### src/rtl/wb_arbiter_pkg.sv
// Shared constants for the writeback arbiter slice: requester count and
// register-file sizing used by the arbiter and its scoreboard.
package wb_arbiter_pkg;

   localparam int numRequesters = 2;
   localparam int defaultAddrWidth = 5;

   // Number of architectural registers addressed by an aw-bit register index.
   function automatic int regCount(input int aw);
      return 1 << aw;
   endfunction

endpackage

### src/rtl/wb_arbiter_rr_arb2.sv
// Two-way round-robin arbiter: grants a lone requester at once and alternates
// between requesters when both contend, remembering who won the last transfer.
module rr_arb2
   import wb_arbiter_pkg::*;
(
   input  logic clock,
   input  logic reset,
   input  logic valid0,
   input  logic valid1,
   output logic grant0,
   output logic grant1
);

   logic                     lastGrant;
   logic [numRequesters-1:0] grant;

   // Contention goes to whichever requester did not win the previous transfer;
   // lastGrant high means requester 1 won last, so requester 0 is favoured.
   always_comb begin
      grant = '0;
      if (valid0 && valid1) begin
         if (lastGrant) begin
            grant[0] = 1'b1;
         end else begin
            grant[1] = 1'b1;
         end
      end else begin
         grant[0] = valid0;
         grant[1] = valid1;
      end
   end

   assign grant0 = grant[0];
   assign grant1 = grant[1];

   // A grant always coincides with a transfer, so the winner is recorded here.
   always_ff @(posedge clock or posedge reset) begin
      if (reset) begin
         lastGrant <= 1'b1;
      end else if (grant[0]) begin
         lastGrant <= 1'b0;
      end else if (grant[1]) begin
         lastGrant <= 1'b1;
      end
   end

endmodule

### src/rtl/wb_arbiter.sv
// Writeback arbiter: merges two writeback requesters onto one register-file
// write port and tracks in-flight destinations to stall dependent decodes.
module wb_arbiter
   import wb_arbiter_pkg::*;
#(
   parameter int width     = 32,
   parameter int addrWidth = defaultAddrWidth
) (
   input  logic                 clock,
   input  logic                 reset,
   input  logic                 wbValid0,
   input  logic                 wbValid1,
   input  logic [addrWidth-1:0] wbAddr0,
   input  logic [addrWidth-1:0] wbAddr1,
   input  logic [width-1:0]     wbData0,
   input  logic [width-1:0]     wbData1,
   output logic                 wbReady0,
   output logic                 wbReady1,
   input  logic                 issueValid,
   input  logic [addrWidth-1:0] issueAddr,
   input  logic [addrWidth-1:0] addrA,
   input  logic [addrWidth-1:0] addrB,
   output logic                 stall,
   output logic                 regWriteEnable,
   output logic [addrWidth-1:0] addrD,
   output logic [width-1:0]     dataD
);

   localparam int numRegs = regCount(addrWidth);

   logic                 grant0;
   logic                 grant1;
   logic                 transfer;
   logic [addrWidth-1:0] grantAddr;
   logic [width-1:0]     grantData;
   logic [numRegs-1:0]   pending;
   logic [numRegs-1:0]   pendingNext;

   rr_arb2 arb (
      .clock  (clock),
      .reset  (reset),
      .valid0 (wbValid0),
      .valid1 (wbValid1),
      .grant0 (grant0),
      .grant1 (grant1)
   );

   assign wbReady0 = grant0;
   assign wbReady1 = grant1;

   // Select the winning requester's payload; grants are one-hot or idle.
   always_comb begin
      transfer  = grant0 | grant1;
      grantAddr = wbAddr0;
      grantData = wbData0;
      if (grant1) begin
         grantAddr = wbAddr1;
         grantData = wbData1;
      end
   end

   // Register write port trails the transfer by one cycle; register 0 is a
   // sink, so a writeback there is accepted but never reaches the file.
   always_ff @(posedge clock or posedge reset) begin
      if (reset) begin
         regWriteEnable <= 1'b0;
         addrD          <= '0;
         dataD          <= '0;
      end else begin
         regWriteEnable <= transfer && (grantAddr != '0);
         if (transfer) begin
            addrD <= grantAddr;
            dataD <= grantData;
         end
      end
   end

   // Scoreboard update: the retiring write clears first and a same-cycle issue
   // to that register sets it again, since the newer producer is still owed.
   always_comb begin
      pendingNext = pending;
      if (regWriteEnable) begin
         pendingNext[addrD] = 1'b0;
      end
      if (issueValid && (issueAddr != '0)) begin
         pendingNext[issueAddr] = 1'b1;
      end
      pendingNext[0] = 1'b0;
   end

   always_ff @(posedge clock or posedge reset) begin
      if (reset) begin
         pending <= '0;
      end else begin
         pending <= pendingNext;
      end
   end

   // The file writes on the falling edge, so no forwarding is needed here.
   assign stall = pending[addrA] | pending[addrB];

endmodule

### config.mk
export PLATFORM = sky130hd
export DESIGN_NAME = wb_arbiter
export DESIGN_NICKNAME = d
export VERILOG_FILES = /design/src/rtl/wb_arbiter_pkg.sv /design/src/rtl/wb_arbiter_rr_arb2.sv /design/src/rtl/wb_arbiter.sv
export SDC_FILE = /design/constraint.sdc
export NUM_CORES = 1
export LEC_CHECK = 0
export ABC_AREA = 1
export ABC_CLOCK_PERIOD_IN_PS = 2750
export BUFFER_PORTS_ARGS = -buffer_cell sky130_fd_sc_hd__buf_2
export CORE_UTILIZATION = 51
export DETAILED_ROUTE_END_ITERATION = 10
export GPL_ROUTABILITY_DRIVEN = 1
export PLACE_DENSITY = 0.86
export SYNTH_ARGS = -nofsm -noshare
export SYNTH_HDL_FRONTEND = slang
export SYNTH_HIERARCHICAL = 1
export SYNTH_SLANG_ARGS = --single-unit
export TNS_END_PERCENT = 100
### constraint.sdc
create_clock -name clock -period 2.75 [get_ports clock]
set_clock_uncertainty 0.1 [all_clocks]
set_input_delay 0.1375 -clock clock [delete_from_list [all_inputs] [get_ports clock]]
set_output_delay 0.1375 -clock clock [all_outputs]
set_load 0.05 [all_outputs]
* Yosys cells after proc, flatten, opt, wreduce, memory -nomap -nowiden
Index checks and enable logic that the tools add are counted.
** Cells by class
- $add $sub $neg :: 0
- Multiply operators :: 0
- Divide/modulo/power cells :: 0
- Magnitude comparators :: 6
- Equality and inequality tests :: 0
- Shift-type cells :: 0
- Muxes and demuxes :: 17
- Bitwise gates (word level) :: 5
- Reductions and logical operators :: 8
** Operators with widths (number)
- $mux W32 :: 3
- $and A32 B32 Y32 :: 1
- $not A32 Y32 :: 1
- $or A32 B32 Y32 :: 1
- $lt A5 B6 Y1 const B :: 4
- $bmux W1 S5 :: 2
- $demux W1 S5 :: 2
- $ge A5 B1 Y1 const B :: 2
- $reduce_bool A5 Y1 :: 2
- $mux W1 :: 8
- $logic_and A1 B1 Y1 :: 5
- $mux W5 :: 1
- $mux W2 :: 1
- $or A1 B1 Y1 :: 2
- $reduce_bool A2 Y1 :: 1
** Storage, ports and cells
- Flip-flop bits (word level) :: 70
- Latch bits :: 0
- Memory bits (writable) :: 0
- Memory bits (read-only) :: 0
- Bits of input ports :: 94
- Word-level logic and storage cells :: 41
- Memories kept :: 0

* Depth between registers and ports, before layout
- Depth after elaboration :: 9
- Depth in mapped cells :: 11

* Modules after synthesis
Netlist, hierarchy kept.
** By module, submodules not included
- wb_arbiter :: instances 1, cells an instance 524, area an instance 3838.7 µm²
- rr_arb2 :: instances 1, cells an instance 12, area an instance 70.1 µm²

* Worst setup path before layout
No wires, ideal clock.
- Path type :: flip-flop to flip-flop
- Start point :: reg arb.lastGrant
- End point :: reg regWriteEnable
- Setup time :: 0.131 ns
- Arrival time :: 2.109 ns
- Setup slack :: 0.410 ns
- Stages on the path, launching flop included :: 7
- Buffers on the path :: 1
- Clock period less this slack :: 2.340 ns
- Cell sequence :: dfstp_2 -> a21oi_1 -> buf_2 -> mux2i_1 -> nand2_1 -> nor4_1 -> nor2_1
** Between the ends
- Word-level cells in the longest chain between the ends :: 5
- Elaborated cells on any way between the ends :: 7
- Classes of those cells :: mux: 4; bitwise: 1; reduce/logical: 2
** RTL lines
- from (decl) :: RTL line wb_arbiter_rr_arb2.sv:14 : logic lastGrant;
- from (signal assigned) :: RTL line wb_arbiter_rr_arb2.sv:39 : lastGrant <= 1'b1;
- from (signal assigned) :: RTL line wb_arbiter_rr_arb2.sv:41 : lastGrant <= 1'b0;
- from (signal assigned) :: RTL line wb_arbiter_rr_arb2.sv:43 : lastGrant <= 1'b1;
- $mux W1 (*) :: RTL line wb_arbiter_rr_arb2.sv:22 : if (lastGrant) begin
- $mux W2 (*) :: RTL line wb_arbiter_rr_arb2.sv:21 : if (valid0 && valid1) begin
- named net wbReady1 :: RTL line wb_arbiter.sv:18 : output logic wbReady1,
- $mux W5 :: RTL line wb_arbiter.sv:56 : if (grant1) begin
- $reduce_bool A5 Y1 :: RTL line wb_arbiter.sv:70 : regWriteEnable <= transfer && (grantAddr != '0);
- $logic_and A1 B1 Y1 (*) :: RTL line wb_arbiter.sv:70
- to (signal assigned) :: RTL line wb_arbiter.sv:70
- to (decl) :: RTL line wb_arbiter.sv:24 : output logic regWriteEnable,
The timed path passes the listed nets; every way through them passes the cells marked *.
A chain may end at the register's enable or synchronous reset.

* Worst setup path after layout
- Start point :: reg arb.lastGrant
- End point :: reg dataD[3]
** Between the ends
- Word-level cells in the longest chain between the ends :: 3
- Elaborated cells on any way between the ends :: 5
- Classes of those cells :: mux: 4; bitwise: 1
** RTL lines
- $mux W1 :: RTL line wb_arbiter_rr_arb2.sv:22
- $mux W2 (*) :: RTL line wb_arbiter_rr_arb2.sv:21
- $mux W32 or $or A1 B1 Y1 (tied branches) :: RTL line wb_arbiter.sv:56, wb_arbiter.sv:53
- to (signal assigned) :: RTL line wb_arbiter.sv:73 : dataD <= grantData;
- to (decl) :: RTL line wb_arbiter.sv:26 : output logic [width-1:0] dataD
Mark *: on every way between the ends. The rest lies on a longest branch, timed or not.

==> metrics.txt <==
worst skew pair latency=roughly 0.36 ns; initial antenna violation count=0; total number of placement rows=31; post-route fraction of the period consumed by the critical path=0.941; Die Height=between 80 and 90 um; TritonCTS clock tree=yes; cell taking the most area after synthesis=dfrtp_1; worst setup path endpoint=dataD[3]; total overflow reported by the global router=0; synthesized instance count=~540; area used by sequential logic in the layout=0.00175 mm^2; sequential area share after synthesis=0.448; Max clock buf depth=2; outcome=finished, final reports clean; clock-pin slew of the registers on the worst-case setup and hold paths=~0.08 ns; TritonCTS sink count=70; largest voltage drop on the vdd net=about 0.44 mV; final setup vio count=0; Post-synth EDFFs=0; Final Non-Filler Cells=about 830; CP Cell Sequence=a21oi_4 -> nor2_2 -> buf_4 -> nand2_1 -> nand3_1 -> dlygate4sd3_1; crit start category=flip-flop; RePlAce Congestion=roughly 0.90; Crit Path Category=reg -> reg; Slew HR=0.493; reg2reg setup slack=around 0.16 ns; most numerous cell in the Yosys netlist=nand2_1; WL final=~15 mm; HPWL after detailed placement=about 8.5 mm; number of buffers inserted by port buffering=approximately 130; Slowest Stage Delay on Critical Path=0.60 ns; actual transition at the worst max-transition pin=~0.76 ns; routed length per instance=18.0 um; largest cells by area after synthesis=dfrtp_1 44%, nand3_1 17%, nand2_1 16%; clock period minus worst slack=2.59 ns; total number of vias=4991; final sum of negative setup slack=0 ns; Hold Fails Final Rpt=0; GRT Total Usage=0.390; post-synthesis async set-or-reset flop share=1.00; static leakage power=0.00281 uW; vias in the first global route=4838; number of detailed-route iterations in the first pass=6; crit path capture type=flip-flop; Synth Cell Area=0.00391 mm^2; Max Cap Viol=0; average instance area after synthesis=roughly 7.3 um^2; launch point of the critical path=arb/lastGrant; post-route cell area=between 0.005 and 0.006 mm^2; CP arrival=between 2 and 3 ns; share of layout cells above drive strength 1=0.238; initial cell density of the core=0.533; placeable core region=~0.0073 mm^2; warning count from the yosys run=6; final worst hold slack=about 0.050 ns; RSZ-0062 raised after global routing=no; reg2reg path depth=6; Top FF cell, synth=dfrtp_1; number of levels in the clock H-tree=3; DRC errors left=0; post-cts repair resize count=0; number of nets in the layout=about 800; 1st-iter DRT viols=between 500 and 600; most frequent cells after synthesis=168 x nand2_1, 131 x nand3_1, 69 x dfrtp_1; endpoint required time on the critical path=roughly 3 ns; die width=just under 90 um; # hold bufs at CTS=about 70; #FFs+latches synth=70; highest clock rate=a little under 400 MHz; filler instances=around 460; startpoint of the most critical register-to-register path=arb/lastGrant; number of library cell types mapped by synthesis=27; largest net degree at the start of global routing=just over 40; area share of the largest cell type after synthesis=0.442; Vias/cell=between 5 and 6; number of cells after detailed placement=749; post-placement cell area=roughly 0.0046 mm^2; Syn-to-layout area delta=40.1%; Cell Pwr Density=738 mW/mm^2; net count after synthesis=630; # Post-CTS Setup Buffers=0; Antenna diodes=0; number of CTS-inserted buffers=9; final count of pins violating max slew=0; total area of multi-input combinational cells=between 0.0015 and 0.002 mm^2; Min-Delay Path Class=in -> reg; CP max stage cell=nor2_2; terminus of the critical flop-to-flop path=dataD[3]; number of routed nets with antenna violations=0; biggest fanout along the worst timing path=21; die area=0.00802 mm^2; root cell of the clock tree=clkbuf_8; number of top-level design ports=roughly 140; global-route wire length before repair=23.3 mm
==> logic make-up (layout without fill, tap and decap cells) <==
kind of cell	Yosys count	count (layout)	synth area share
DFF	70	70	0.448
and+or+nand+nor	316	316	0.356
muxes	1	1	0.00256
buffers and inverters	80	278	0.0935
AOI/OAI and AO/OA	69	69	0.0999
==> how the worst min path moves through the flow <==
stage | cells past startpoint | startpoint | slack, ns | end
global placement | 2 | reset | 0.05 | arb/lastGrant
detailed placement | 2 | reset | 0.06 | arb/lastGrant
floorplan | 1 | reset | -0.07 | arb/lastGrant
CTS | 3 | wbAddr0[3] | 0.03 | addrD[3]
global route | 3 | wbAddr0[3] | 0.06 | addrD[3]
finish | 3 | wbAddr1[3] | 0.05 | addrD[3]
==> final cells by class <==
type / instances / area share
well taps: 99 / 0.0226
inverters: 56 / 0.0393
flip-flops and latches: 70 / 0.320
repair buffers: 206 / 0.255
multi-input cells: 386 / 0.329
clock inverters: 3 / 0.00320
clock buffers: 13 / 0.0308
==> state kept, by name, indices dropped and copies added, names as in the netlist <==
signal	count
pending	31
arb/lastGrant	1
regWriteEnable	1
addrD	5
dataD	32
==> cell usage in the layout (no fill, tap or decap), drive strengths merged, types with 8 or more instances in the layout <==
cell type / count
dfrtp: 69
o21ai: 58
nand3: 131
dlygate4sd3: 68
nor3: 8
o31ai: 8
inv: 56
buf: 138
nand2: 169
clkbuf: 13
==> through the flow <==
| step | util | total power (uW) | worst slack [ns] |
|---|---|---|---|
| 5_1_grt | 0.747 | 4230 | 0.0512 |
| 2_1_floorplan | - | 2540 | 0.410 |
| 3_3_place_gp | 0.629 | 2900 | 0.781 |
| 3_5_place_dp | 0.629 | 2970 | 0.725 |
| 4_1_cts | 0.747 | 3890 | 0.300 |
| 6_report | 0.747 | 4040 | 0.163 |
==> critical path, delay by kind of cell (launching register included) <==
kind	cells	cell delay, ns
AOI/OAI and AO/OA	1	0.07
and+or+nand+nor	3	0.79
DFF	1	0.59
buffers and inverters	2	0.95
==> routing by layer <==
layer,part of all wire,track usage,up-vias
met5,0,0,-
met4,0.059,0.244,0
met1,0.36,0.451,2272
li1,-,-,2151
met2,0.47,0.645,455
met3,0.11,0.104,113
==> power breakdown <==
| group | internal [uW] | switching (uW) |
|---|---|---|
| Sequential | 1350 | 298 |
| Clock | 400 | 419 |
| Combinational | 544 | 1040 |
| Total | 2290 | 1750 |
Note: power is estimated with default switching activity, not from simulation.
